## src/rtl/fc_param_scheduler.sv

```systemverilog
// fc_param_scheduler: streams weight and bias tiles from ROMs to a linear layer.
// Each ROM read lands in a 2-entry FIFO; reads are credit-limited by occupancy.
module fc_param_scheduler #(
   parameter  int WEIGHT_PRECISION_0       = 8,
   parameter  int WEIGHT_TENSOR_SIZE_DIM_0 = 20,
   parameter  int WEIGHT_PARALLELISM_DIM_0 = 4,
   parameter  int WEIGHT_TENSOR_SIZE_DIM_1 = 10,
   parameter  int WEIGHT_PARALLELISM_DIM_1 = 10,
   parameter  int BIAS_PRECISION_0         = 8,
   parameter  int FRAME_WIDTH              = 16,
   localparam int IN_DEPTH  = WEIGHT_TENSOR_SIZE_DIM_0 / WEIGHT_PARALLELISM_DIM_0,
   localparam int OUT_DEPTH = WEIGHT_TENSOR_SIZE_DIM_1 / WEIGHT_PARALLELISM_DIM_1,
   localparam int W_AW = (IN_DEPTH * OUT_DEPTH > 1) ? $clog2(IN_DEPTH * OUT_DEPTH) : 1,
   localparam int B_AW = (OUT_DEPTH > 1) ? $clog2(OUT_DEPTH) : 1,
   localparam int W_N  = WEIGHT_PARALLELISM_DIM_0 * WEIGHT_PARALLELISM_DIM_1,
   localparam int B_N  = WEIGHT_PARALLELISM_DIM_1
) (
   input  logic                          clk,
   input  logic                          rst,
   input  logic                          start,
   input  logic [FRAME_WIDTH-1:0]        num_frames,
   input  logic                          abort,
   output logic                          busy,
   output logic                          done,
   output logic                          w_rom_en,
   output logic [W_AW-1:0]               w_rom_addr,
   input  logic [WEIGHT_PRECISION_0-1:0] w_rom_data [W_N],
   output logic                          b_rom_en,
   output logic [B_AW-1:0]               b_rom_addr,
   input  logic [BIAS_PRECISION_0-1:0]   b_rom_data [B_N],
   output logic [WEIGHT_PRECISION_0-1:0] weight [W_N],
   output logic                          weight_valid,
   input  logic                          weight_ready,
   output logic [BIAS_PRECISION_0-1:0]   bias [B_N],
   output logic                          bias_valid,
   input  logic                          bias_ready
);

   typedef enum logic [1:0] {IDLE, RUN, FLUSH, DONE} state_t;

   localparam logic [W_AW-1:0] I_LAST = W_AW'(IN_DEPTH - 1);
   localparam logic [B_AW-1:0] J_LAST = B_AW'(OUT_DEPTH - 1);

   state_t state, state_nx;

   logic [W_AW-1:0]        i_cnt;
   logic [W_AW-1:0]        w_addr;
   logic [B_AW-1:0]        j_cnt;
   logic [FRAME_WIDTH-1:0] frame;
   logic [FRAME_WIDTH-1:0] frames;

   logic       w_fly, b_fly;
   logic [1:0] w_cnt, b_cnt;
   logic       w_wp, w_rp, b_wp, b_rp;
   logic [2:0] w_occ, b_occ;
   logic       w_pop, b_pop;
   logic       w_room, b_room;
   logic       need_b, rd, last_rd;
   logic       i_wrap, j_wrap;
   logic       accept, kill, drained;

   logic [WEIGHT_PRECISION_0-1:0] w_mem [2][W_N];
   logic [BIAS_PRECISION_0-1:0]   b_mem [2][B_N];

   assign weight_valid = (w_cnt != 2'd0);
   assign bias_valid   = (b_cnt != 2'd0);
   assign w_pop        = weight_valid & weight_ready;
   assign b_pop        = bias_valid & bias_ready;

   // occupancy after this cycle's pop, counting the read still in flight
   assign w_occ  = 3'(w_cnt) + 3'(w_fly) - 3'(w_pop);
   assign b_occ  = 3'(b_cnt) + 3'(b_fly) - 3'(b_pop);
   assign w_room = (w_occ < 3'd2);
   assign b_room = (b_occ < 3'd2);

   assign need_b  = (i_cnt == '0);
   assign rd      = (state == RUN) && !abort && w_room && (!need_b || b_room);
   assign i_wrap  = (i_cnt == I_LAST);
   assign j_wrap  = (j_cnt == J_LAST);
   assign last_rd = rd && i_wrap && j_wrap
                 && (frame == frames - FRAME_WIDTH'(1));

   assign accept  = (state == IDLE) && start && !abort && (num_frames != '0);
   assign kill    = abort && ((state == RUN) || (state == FLUSH));
   assign drained = (w_occ == 3'd0) && (b_occ == 3'd0);

   assign w_rom_en   = rd;
   assign w_rom_addr = w_addr;
   assign b_rom_en   = rd && need_b;
   assign b_rom_addr = j_cnt;

   // state register
   always_ff @(posedge clk or negedge rst) begin
      if (!rst) state <= IDLE;
      else      state <= state_nx;
   end

   // next-state and status outputs
   always_comb begin
      state_nx = state;
      busy     = 1'b0;
      done     = 1'b0;
      unique case (state)
         IDLE: begin
            if (start && !abort)
               state_nx = (num_frames == '0) ? DONE : RUN;
         end
         RUN: begin
            busy = 1'b1;
            if (abort)        state_nx = IDLE;
            else if (last_rd) state_nx = FLUSH;
         end
         FLUSH: begin
            busy = 1'b1;
            if (abort)        state_nx = IDLE;
            else if (drained) state_nx = DONE;
         end
         DONE: begin
            done     = 1'b1;
            state_nx = IDLE;
         end
      endcase
   end

   // tile walk: i inner, j outer, then frame
   always_ff @(posedge clk or negedge rst) begin
      if (!rst) begin
         i_cnt  <= '0;
         j_cnt  <= '0;
         w_addr <= '0;
         frame  <= '0;
         frames <= '0;
      end else if (accept) begin
         i_cnt  <= '0;
         j_cnt  <= '0;
         w_addr <= '0;
         frame  <= '0;
         frames <= num_frames;
      end else if (rd) begin
         if (!i_wrap) begin
            i_cnt  <= i_cnt + W_AW'(1);
            w_addr <= w_addr + W_AW'(1);
         end else begin
            i_cnt <= '0;
            if (j_wrap) begin
               j_cnt  <= '0;
               w_addr <= '0;
               frame  <= frame + FRAME_WIDTH'(1);
            end else begin
               j_cnt  <= j_cnt + B_AW'(1);
               w_addr <= w_addr + W_AW'(1);
            end
         end
      end
   end

   // one-cycle ROM latency tracking; abort discards what is in flight
   always_ff @(posedge clk or negedge rst) begin
      if (!rst) begin
         w_fly <= 1'b0;
         b_fly <= 1'b0;
      end else begin
         w_fly <= rd && !kill;
         b_fly <= b_rom_en && !kill;
      end
   end

   // FIFO pointers and counts
   always_ff @(posedge clk or negedge rst) begin
      if (!rst) begin
         w_cnt <= '0;
         w_wp  <= 1'b0;
         w_rp  <= 1'b0;
         b_cnt <= '0;
         b_wp  <= 1'b0;
         b_rp  <= 1'b0;
      end else if (kill) begin
         w_cnt <= '0;
         w_wp  <= 1'b0;
         w_rp  <= 1'b0;
         b_cnt <= '0;
         b_wp  <= 1'b0;
         b_rp  <= 1'b0;
      end else begin
         w_cnt <= w_cnt + 2'(w_fly) - 2'(w_pop);
         b_cnt <= b_cnt + 2'(b_fly) - 2'(b_pop);
         if (w_fly) w_wp <= ~w_wp;
         if (w_pop) w_rp <= ~w_rp;
         if (b_fly) b_wp <= ~b_wp;
         if (b_pop) b_rp <= ~b_rp;
      end
   end

   // FIFO storage captures ROM data the cycle after the read
   always_ff @(posedge clk) begin
      if (w_fly)
         for (int k = 0; k < W_N; k++) w_mem[w_wp][k] <= w_rom_data[k];
      if (b_fly)
         for (int k = 0; k < B_N; k++) b_mem[b_wp][k] <= b_rom_data[k];
   end

   // head entries drive the streams and stay put while stalled
   always_comb begin
      for (int k = 0; k < W_N; k++) weight[k] = w_mem[w_rp][k];
      for (int k = 0; k < B_N; k++) bias[k] = b_mem[b_rp][k];
   end

endmodule

```

## config.mk

```make
export PLATFORM = sky130hd
export DESIGN_NAME = fc_param_scheduler
export DESIGN_NICKNAME = d
export VERILOG_FILES = /design/src/rtl/fc_param_scheduler.sv
export SDC_FILE = /design/constraint.sdc
export NUM_CORES = 1
export LEC_CHECK = 0
export CAP_MARGIN = 20
export CORE_AREA = 2 2 320 322
export CTS_CLUSTER_DIAMETER = 150
export DETAILED_ROUTE_END_ITERATION = 12
export DIE_AREA = 0 0 322 324
export PLACE_DENSITY = 0.57
export SLEW_MARGIN = 20
export SYNTH_ARGS = -nofsm -noshare
export SYNTH_HDL_FRONTEND = slang
export SYNTH_SLANG_ARGS = --single-unit
```

## constraint.sdc

```tcl
create_clock -name clk -period 34.2 [get_ports clk]
set_clock_uncertainty 0.15 [all_clocks]
set_input_delay 3.42 -clock clk [delete_from_list [all_inputs] [get_ports clk]]
set_output_delay 3.42 -clock clk [all_outputs]
set_load 0.01 [all_outputs]
```

; ---- Word-level counts from Yosys, hierarchy flattened
; Memory sizes are Yosys's and may differ from the RTL's.
; Index checks and enable logic that the tools add are counted.
[classes]
reduce_logical = 38
div_mod_pow = 0
order_cmp = 2
eq_ne = 9
n_addsub = 13
multipliers = 0
n_bitwise = 7
n_mux = 38
n_shift = 0
[ops]
columns = cell, n
row1 = $mux W16, 4
row2 = $mux W3, 7
row3 = $mux W1, 18
row4 = $add A16 B1 Y16 const B, 1
row5 = $eq A16 B16 Y1, 1
row6 = $logic_not A16 Y1, 1
row7 = $mux W2, 8
row8 = $reduce_bool A16 Y1, 1
row9 = $reduce_bool A2 Y1, 8
row10 = $sub A16 B1 Y16 const B, 1
row11 = $logic_and A1 B1 Y1, 15
row12 = $logic_not A3 Y1, 3
row13 = $pmux W2 S4, 1
row14 = $add A2 B1 Y3, 2
row15 = $add A3 B1 Y3 const B, 2
row16 = $lt A3 B2 Y1 const B, 2
row17 = $ne A3 B3 Y1 const B, 2
row18 = $reduce_and A3 Y1, 2
row19 = $sub A3 B1 Y3, 2
row20 = $not A1 Y1, 5
row21 = $add A2 B1 Y2, 2
row22 = $eq A2 B2 Y1 const B, 2
row23 = $ne A2 B1 Y1 const B, 2
row24 = $sub A2 B1 Y2, 2
row25 = 9 further kinds, 13
[word_totals]
ramBits = 800
latchBits = 0
input_bits = 422
reg_bits = 51
memories = 2
romBits = 0
[mem_list]
columns = memory, depth, word_bits, rd, rd_clocked_by_memory_dff, wr, line_no
row1 = w_mem, 2, 320, 1, 0, 1, 62  ; logic [WEIGHT_PRECISION_0-1:0] w_mem [2][W_N];
row2 = b_mem, 2, 80, 1, 0, 1, 63  ; logic [BIAS_PRECISION_0-1:0] b_mem [2][B_N];

; ---- Depth between registers and ports, before layout
[depth]
ltp_word = 12
mapped_depth = 15
ltp_nobuf = 15

; ---- Least setup slack after synthesis
; No wires, ideal clock.
[synth_path]
kind = register to register
startpoint = register w_wp
endpoint = memory w_mem[0][0] in the netlist's numbering, enable pin
required_ps = 33004
setup_slack_ps = 18513
arrival_ps = 14491
setup_time_ps = 1046
synth_period_minus_slack_ps = 15687
stages_incl_launch_ff = 2
path_cell_list = dfrtp_1 -> nor2b_1
[synth_lines]
columns = element, line_no
row1 = "start, declared", 54  ; logic w_wp, w_rp, b_wp, b_rp;
row2 = "start signal, assigned", 187  ; if (w_fly) w_wp <= ~w_wp;
row3 = "end, declared", 62
; Straight into the memory's write port.

; ---- Worst setup path in the final report
[layout_path]
startpoint = input port weight_ready
endpoint = output port b_rom_en
[layout_between]
elab_chain_cells = 6
[layout_lines]
columns = element, line_no
row1 = "start, declared", 33  ; input logic weight_ready,
row2 = $and A1 B1 Y1, 67  ; assign w_pop = weight_valid & weight_ready;
row3 = $sub A3 B1 Y3, 71  ; assign w_occ = 3'(w_cnt) + 3'(w_fly) - 3'(w_pop);
row4 = $lt A3 B2 Y1, 73  ; assign w_room = (w_occ < 3'd2);
row5 = $logic_and A1 B1 Y1 (2 in series), 77  ; assign rd = (state == RUN) && !abort && w_room && (!need_b || b_room);
row6 = $logic_and A1 B1 Y1, 89  ; assign b_rom_en = rd && need_b;
row7 = "end, declared", 28  ; output logic b_rom_en,
; No other way between the ends.

==> impl_metrics.ini <==
[worst_setup_path]
path_max_fanout = 13
critPathRequiredTime_ns = 30.63
cp.arrival_ns = 6.41
path_class = in2out
cp-start-kind = input port
crit_path_end_kind = output pin

[cts]
path_clk_slew_ns = 0.05
postCtsSetupBuffers = 0
numCtsBuffers = 95
clockRootBuffer = clkbuf_16
cts.htree.levels = 3
cts_tree = yes
cts_resized = 0
cts_hold_buf = 0
clk_path_buf_depth = 3
worstSkewPairLatency_ns = 0.65
clock_sinks = 850

[detailed_routing]
wl_per_cell_microns = 23.5
drc = 0
detail_route.iter0.violations = 948
vias = 17661
drt_wl_total_mm = 90.1
dr.pass1.iters = 5
antenna_left = 0
vias_per_cell = 4.60

[global_routing]
grt_pass1_wl_mm = 126
grt_pass1_vias = 18849
grt_usage_pct = 16.5
antenna_found_initial = 28
grt_max_degree = 82
grt_overflow = 0

[yosys]
synth_top_area_cell = edfxtp_1
synth_edf_count = 800
synth_area_leaders = edfxtp_1, mux2_2, dfrtp_1
synth_common_cells = edfxtp_1, mux2_2, clkbuf_1, dfrtp_1, nor2_1
ys.warnings.count = 0
synth_area_sq_um = 31800
synth_top_area_share_pct = 75.6
async_reset_ff_share_pct = 5.88
syn_nets = 1997
synth_most_common_cell = edfxtp_1
syn_inst = 1559
yosysUniqueCellTypes = 56
yosysSeqAreaShare_pct = 79.5
avgSynthCellArea_sq_um = 20.4
synth-main-ff-cell = edfxtp_1
ys_seq_elements = 850

[timing]
fin_crit_sh_pct = 29.2
tns_ns = 0
slew_viol_final = 0
setup_viol = 0
rsz0062_at_grt = no
hold_viol = 0
slew_headroom_pct = 34.1
max_freq_mhz = 100
worst_pin_slew_ns = 0.988
fin_crit_ns = 9.98

[place]
port_buffers = 830
routabilityCongestion = 0.804
dp_hpwl_mm = 64.5
postPlaceCellArea_sq_um = 41700

[die]
die_h_microns = 324
coreArea_sq_um = 101000
start_util_pct = 31.5
rows = 117
ios = 832
dieArea_sq_um = 104000
die_w_microns = 322

[power]
cellLeakagePower_nw = 15.0
peakVddDrop_mv = 0.0494
p_per_area_nw_per_um2 = 74.1

[layout]
drive_gt1_share_pct = 23.6
regArea_sq_um = 25300
syn_to_final_growth_pct = 41.1
nNetsFinal = 2884
fin_area_sq_um = 44900
num-fill-cells = 8830
multiInputGateArea_sq_um = 6220

[flow_run]
drv_cap = 0

[worst_hold_path]
min_path_type = reg2reg

[outcome]
outcome = finished clean
path summary, 6_finish.rpt:
kind                         startpoint       endpoint  slack (ns)  cells after the start
hold / removal               frames[15]     frames[15]        0.38                      1
max in group asynchronous           rst           w_rp       30.67                      2
setup / recovery           weight_ready       b_rom_en       24.23                     13
hold reg to reg              frames[15]     frames[15]        0.38                      1
min in group asynchronous           rst  w_rom_addr[2]        2.72                      2
setup reg to reg               w_cnt[1]       state[0]       29.88                     14
layer usage:
| layer | routed length, microns | part of all wire [%] | global-route usage [%] | vias to the layer above |
|---|---|---|---|---|
| li1 | - | - | - | 7893 |
| met1 | 31400 | 35 | 17.1 | 8943 |
| met2 | 47200 | 52 | 29.8 | 609 |
| met3 | 9100 | 10 | 7.75 | 180 |
| met4 | 2210 | 2.5 | 4.64 | 36 |
| met5 | 239 | 0.27 | 0 | - |
kinds of logic (layout without fill, tap and decap cells):
| family | count (synthesis) | after routing | share of synthesized area, % |
|---|---|---|---|
| AOI/OAI and AO/OA | 38 | 38 | 0.760 |
| xor gates and xnor gates | 40 | 40 | 1.10 |
| adders and majority gates | 16 | 16 | 0.677 |
| buffers and inverters | 78 | 1045 | 0.984 |
| DFF | 850 | 850 | 79.5 |
| muxes | 420 | 420 | 14.9 |
| other | 1 | 6 | 0.0118 |
| and+or+nand+nor | 116 | 116 | 2.08 |
where the power goes:
part | leakage, nW | internal (mW) | switching, mW
sequential | 7.86 | 1.27 | 0.0601
combinational | 5.57 | 0.529 | 0.453
clock | 1.52 | 0.600 | 0.413
layout by cell type (no fill, tap or decap), types with 15 or more instances in the layout:
cell type        count
nor2_1              31
clkbuf_16           97
dfrtp_1             48
inv_1               17
mux2_2             416
buf_4               16
clkinv_1            15
xnor2_1             24
clkinv_2            18
clkdlybuf4s50_1    829
nand2_1             15
xor2_1              16
edfxtp_1           800
clkbuf_1            22
state kept, by name, summed over array words and instances (netlist names), 3 cells and up:
| signal | count |
|---|---|
| b_mem | 160 |
| frame | 16 |
| w_mem | 640 |
| frames | 16 |
| i_cnt | 3 |
| w_rom_addr | 3 |
through the flow:
step           worst slack (ns)  power [mW]  std cells  hold slack, ns  utilization [%]
3_5_place_dp              24.24        2.34       3656           0.378             41.2
2_1_floorplan             18.51        1.85       1559           0.350                -
4_1_cts                   24.20        3.37       3833           0.390             44.3
3_3_place_gp              24.19        2.34       3656           0.366             41.2
6_report                  24.23        3.32       3840           0.381             44.4
5_1_grt                   24.03        3.47       3837           0.425             44.4
worst max-delay path: stages:
cell,delay [ns]
clkdlybuf4s50_1,0.45
and2_1,0.16
ha_1,0.23
inv_1,0.05
ha_1,0.13
inv_1,0.05
fa_1,0.38
xnor2_1,0.20
nand2_1,0.13
a311oi_2,0.24
buf_4,0.23
and3_1,0.17
clkdlybuf4s50_1,0.53
area by class of cell:
type / count / share of cell area, %
Tap cell: 1309 / 3.65
Clock buffer: 120 / 5.63
Sequential cell: 850 / 56.4
Inverter: 17 / 0.142
Antenna cell: 5 / 0.0279
Multi-Input combinational cell: 631 / 13.9
Timing Repair Buffer: 851 / 19.0
Clock inverter: 57 / 1.34
Note: power is estimated with default switching activity, not from simulation.
==> patch 1: new RTL, same settings <==
Change the parameter `BIAS_PRECISION_0` from 8 to 7.
--- a/src/rtl/fc_param_scheduler.sv
+++ b/src/rtl/fc_param_scheduler.sv
@@ -7,5 +7,5 @@
    parameter  int WEIGHT_TENSOR_SIZE_DIM_1 = 10,
    parameter  int WEIGHT_PARALLELISM_DIM_1 = 10,
-   parameter  int BIAS_PRECISION_0         = 8,
+   parameter  int BIAS_PRECISION_0         = 7,
    parameter  int FRAME_WIDTH              = 16,
    localparam int IN_DEPTH  = WEIGHT_TENSOR_SIZE_DIM_0 / WEIGHT_PARALLELISM_DIM_0,
Interface: changed (resized b_rom_data and bias); port bits go from 832 to 812. The function was not compared with the original's and may differ.
==> patch 1 against the unedited design <==
Sequential cell count shrank 20; worst setup slack lost 0.75 ns; clock power shrank 9%; global-route usage shrank 1.1 points; routed wire length shrank 5.9%; cell area shrank 3.0%; power shrank 4.9%; synthesized area shrank 2.5%; final cell count shrank 2.0%; critical endpoint unchanged; largest power group unchanged.
==> patch 1: results (changes against the unedited design) <==
[placement]
gp_congestion = 0.821  ; +2.1%
io_buffers = 810  ; -2.4%
pre_cts_ws_ns = 23.50  ; -0.744 ns
dp_cells = 3591  ; -1.8%
detailed_place_hpwl_mm = 59.7  ; -7.4%

[power]
ir_worst_vdd_mv = 0.0456  ; -7.6%
leakagePower_nw = 14.4  ; -3.4%

[yosys]
synth_compound_area_share_pct = 0.606  ; -0.15 points
synth_nets = 1939  ; -2.9%
synth_mux_area_share_pct = 14.9  ; -0.016 points
synth_xor_area_share_pct = 1.22  ; +0.11 points
ys_top_cells_by_area = edfxtp_1 (76%), mux2_2 (15%), dfrtp_1 (4.0%), xnor2_1 (0.76%), clkbuf_1 (0.61%)
synth_common_cells = edfxtp_1 (780), mux2_2 (404), clkbuf_1 (50), dfrtp_1 (50), nor2_1 (31)
synth_cell_types = 51  ; -8.9%
synth_edf_count = 780  ; -2.5%
synthArstFlopShare_pct = 6.02  ; +0.14 points
synthAdderAreaFrac_pct = 0.695  ; +0.017 points
yosysSeqAreaShare_pct = 79.6  ; +0.11 points
avgSynthCellArea_um2 = 20.5  ; +0.58%

[final_layout]
reg_top3 = w_mem (640), b_mem (140)
drive_above_1_share_pct = 23.0  ; -0.66 points
nFillCells = 8952  ; +1.4%

[critical_path]
critPathSlowestCell = a31oi_1
r2r_slack_ns = 30.11  ; +0.23 ns
crit_fanout = 11  ; -2
endpoint = b_rom_en
max_stage_delay_ns = 0.76  ; +0.23 ns
r2r_end = state[0]

[global_routing]
grt_antenna_before_repair = 18  ; -36%
grt.total_usage_pct = 15.4  ; -1.1 points
grt_pass1_vias = 18048  ; -4.2%
grt_pass1_wl_mm = 117  ; -6.9%
grt_max_degree = 187  ; +130%

[drt]
vias = 16928  ; -4.2%
viasPerCell = 4.50  ; -2.2%
initialDrtViolationCount = 972  ; +2.5%
routedWlPerCell_um = 22.5  ; -4.0%

[clock_tree]
cts_buffers = 90  ; -5.3%

[timing]
tightest_slew_ns = 1.12  ; +0.130 ns
finalCritPeriodShare_pct = 31.3  ; +2.2 points

[outcome]
status = complete, no violations

patch 1: cell count changes after synthesis, moves of 3 or more:
cell / delta
a21oi_1: -3
o21ai_0: -5
edfxtp_1: -20
clkbuf_1: -3
mux2_2: -12
xnor2_1: +3
nor4_1: -7
patch 1: cells by family after synthesis:
family,after synthesis
simple gates,115
xor+xnor,43
flops,830
other cells,1
buf+inv,70
compound gates,27
mux,409
fa+ha+maj,16
patch 1: layout make-up:
cell class                 count  share of cell area, %
multi-input combinational    611                   13.9
clock buffer                 104                   5.35
clock inverter                59                   1.06
timing repair buffer         826                   19.0
inverter                      16                  0.138
sequential                   830                   56.7
antenna                       10                 0.0575
tap                         1309                   3.76
patch 1: how the worst min path moves through the flow:
stage	startpoint	end	slack [ns]	depth (start not counted)
final	frames[15]	frames[15]	0.40	1
after global routing	frames[15]	frames[15]	0.42	1
after CTS	frames[15]	frames[15]	0.41	1
after detailed placement	frames[15]	frames[15]	0.40	1
after global placement	frames[15]	frames[15]	0.37	1
after floorplan	frames[15]	frames[15]	0.35	1
patch 1: report_power, final:
part,switching [mW],total (mW),internal [mW],leakage [nW]
Combinational,0.440,0.955,0.515,5.40
Clock,0.395,0.921,0.527,1.37
Sequential,0.0503,1.29,1.24,7.68
patch 1: routing by layer:
layer	GRT usage [%]	share of wire, %	wire [µm]	up-vias
met5	0	0.13	109	-
met3	5.60	8.3	7040	154
met2	26.9	52	43900	585
met1	16.8	37	31100	8519
li1	-	-	-	7656
met4	6.81	3.1	2640	14
patch 1: per-stage QoR:
step / area, µm² / hold slack (ns)
4_1_cts: 43500 / 0.408
6_report: 43500 / 0.400
5_1_grt: 43500 / 0.421
2_1_floorplan: 31000 / 0.351
3_5_place_dp: 40700 / 0.395
3_3_place_gp: 40700 / 0.374
patch 1: critical path: cells and delay by family:
family / cells / cell delay (ns)
XOR/XNOR: 1 / 0.19
AO/OA/AOI/OAI: 1 / 0.76
buffers and inverters: 4 / 1.10
adder cells (fa/ha/maj): 3 / 0.75
AND/OR/NAND/NOR: 4 / 0.94
==> patch 2: new RTL, same flow settings <==
Made on the original files. Reset style: synchronous (`rst`), changed in 4 clocked blocks.
--- a/src/rtl/fc_param_scheduler.sv
+++ b/src/rtl/fc_param_scheduler.sv
@@ -91,5 +91,5 @@
 
    // state register
-   always_ff @(posedge clk or negedge rst) begin
+   always_ff @(posedge clk) begin
       if (!rst) state <= IDLE;
       else      state <= state_nx;
@@ -124,5 +124,5 @@
 
    // tile walk: i inner, j outer, then frame
-   always_ff @(posedge clk or negedge rst) begin
+   always_ff @(posedge clk) begin
       if (!rst) begin
          i_cnt  <= '0;
@@ -156,5 +156,5 @@
 
    // one-cycle ROM latency tracking; abort discards what is in flight
-   always_ff @(posedge clk or negedge rst) begin
+   always_ff @(posedge clk) begin
       if (!rst) begin
          w_fly <= 1'b0;
@@ -167,5 +167,5 @@
 
    // FIFO pointers and counts
-   always_ff @(posedge clk or negedge rst) begin
+   always_ff @(posedge clk) begin
       if (!rst) begin
          w_cnt <= '0;
Function: not settled (the Yosys comparison gave no result); the edit may change what the design does.
==> patch 2 against the unedited design <==
Cell area barely moved; core utilization about the same; power is 6.2% lower; hold slack got worse by 0.036 ns; highest routed layer unchanged; critical path type unchanged; maximum frequency down 0.30%; synthesized area about the same; routed wire length is 2.5% lower; synthesized cell count increased by 2.4%; worst setup slack worse by 0.030 ns; count of clock-buffer cells in the layout decreased by 8; sequential cell count grew 2; first-iteration DRC count is 6.2% higher.
==> patch 2: results (changes against the unedited design) <==
[power]
ir_worst_vdd_mv = 0.0433  ; -12%
leakagePower_nw = 14.7  ; -1.4%

[yosys]
synthArstFlopShare_pct = 0  ; -5.9 points
yosysSeqAreaShare_pct = 78.8  ; -0.67 points
ys_top_cells_by_area = edfxtp_1 (76%), mux2_2 (14%), dfxtp_1 (3.3%), mux2i_1 (0.69%), clkbuf_1 (0.59%)
synth_edf_count = 800  ; unchanged
synth_cell_types = 60  ; +7.1%
yosysWarnings = 0  ; unchanged
synth_common_cells = edfxtp_1 (800), mux2_2 (401), dfxtp_1 (52)
synth_nets = 2035  ; +1.9%

[drt]
initialDrtViolationCount = 1007  ; +6.2%
wirelength_mm = 87.9  ; -2.5%
viasPerCell = 4.56  ; -0.83%
drt_first_pass_iters = 5  ; unchanged

[global_routing]
grt_pass1_vias = 18578  ; -1.4%
grt.total_usage_pct = 16.0  ; -0.58 points
grt_max_degree = 161  ; +96%
grt_antenna_before_repair = 25  ; -11%
grt_pass1_wl_mm = 122  ; -3.5%
grt.overflow.total = 0  ; unchanged

[timing]
slew_headroom_pct = 10.8  ; -23 points
slew_violations = 0  ; unchanged

[clock_tree]
cts_max_level = 3  ; unchanged
post_cts_resized = 0  ; unchanged
cts_buffers = 93  ; -2.1%
holdBufCountCts = 0  ; unchanged
root_buffer = clkbuf_16
post_cts_buffers = 0  ; unchanged
insertion_delay_ns = 0.65  ; about the same
clk_path_buf_depth = 3  ; unchanged
path_clk_slew_ns = 0.06

[placement]
detailed_place_hpwl_mm = 62.1  ; -3.7%
gp_congestion = 0.791  ; -1.6%
io_buffers = 830  ; unchanged

[final_layout]
reg_top3 = w_mem (640), b_mem (160)
nFillCells = 8847  ; +0.19%
nNetsFinal = 2917  ; +1.1%
drive_above_1_share_pct = 22.4  ; -1.3 points

[critical_path]
max_stage_delay_ns = 0.71  ; +0.18 ns
critPathTopFamily = buffers and inverters
crit_fanout = 10  ; -3
critPathSlowestCell = clkdlybuf4s50_1

[outcome]
status = complete, no violations

[hold_path]
hold_class = flip-flop to flip-flop

patch 2: tightest hold or removal path: stages (launching register included):
cell	delay (ns)
dfxtp_1	0.32
nand2b_1	0.07
a21oi_1	0.05
patch 2: layer usage:
| metal | global-route usage, % | vias to the layer above | wire [µm] |
|---|---|---|---|
| met2 | 27.9 | 583 | 45700 |
| met4 | 7.92 | 26 | 3410 |
| li1 | - | 8028 | - |
| met5 | 0 | - | 186 |
| met3 | 6.12 | 169 | 7350 |
| met1 | 16.7 | 8872 | 31300 |
patch 2: cell type report:
cell class	instances	area, µm²	area share [%]
flip-flops and latches	852	25100	55.9
inverters	18	67.6	0.151
clock inverters	58	688	1.53
repair buffers	846	8490	18.9
clock buffers	112	2430	5.42
well taps	1309	1640	3.65
multi-input cells	668	6430	14.3
diodes	13	32.5	0.0725
patch 2: worst paths after layout:
kind / startpoint / end / slack, ns / cells after the start
setup / recovery: bias_ready / w_rom_en / 24.20 / 11
hold / removal: w_rom_addr[1] / w_rom_addr[1] / 0.34 / 2
setup reg to reg: w_cnt[1] / state[0] / 30.24 / 14
hold reg to reg: w_rom_addr[1] / w_rom_addr[1] / 0.34 / 2
patch 2: cell families after synthesis:
family | count (synthesis) | share of synthesized area, %
DFF | 852 | 78.8
muxes | 423 | 14.9
and+or+nand+nor | 158 | 2.75
buffers and inverters | 77 | 0.980
xor gates and xnor gates | 38 | 1.05
AOI/OAI and AO/OA | 32 | 0.791
adders and majority gates | 16 | 0.677
other | 1 | 0.0118
patch 2: power by group:
group          switching [mW]  leakage, nW  internal, mW
clock network           0.411         1.50         0.607
registers              0.0341         7.63          1.24
logic                   0.379         5.61         0.446
patch 2: metrics by stage:
step,hold WS [ns],area (µm²),setup WS (ns),utilization [%],instances
5_1_grt,0.371,44800,23.95,44.4,3873
6_report,0.344,44800,24.20,44.4,3876
3_5_place_dp,0.338,41700,24.15,41.3,3692
4_1_cts,0.347,44800,24.15,44.3,3862
3_3_place_gp,0.325,41600,24.17,41.2,3691
2_1_floorplan,0.321,31800,18.58,-,1597
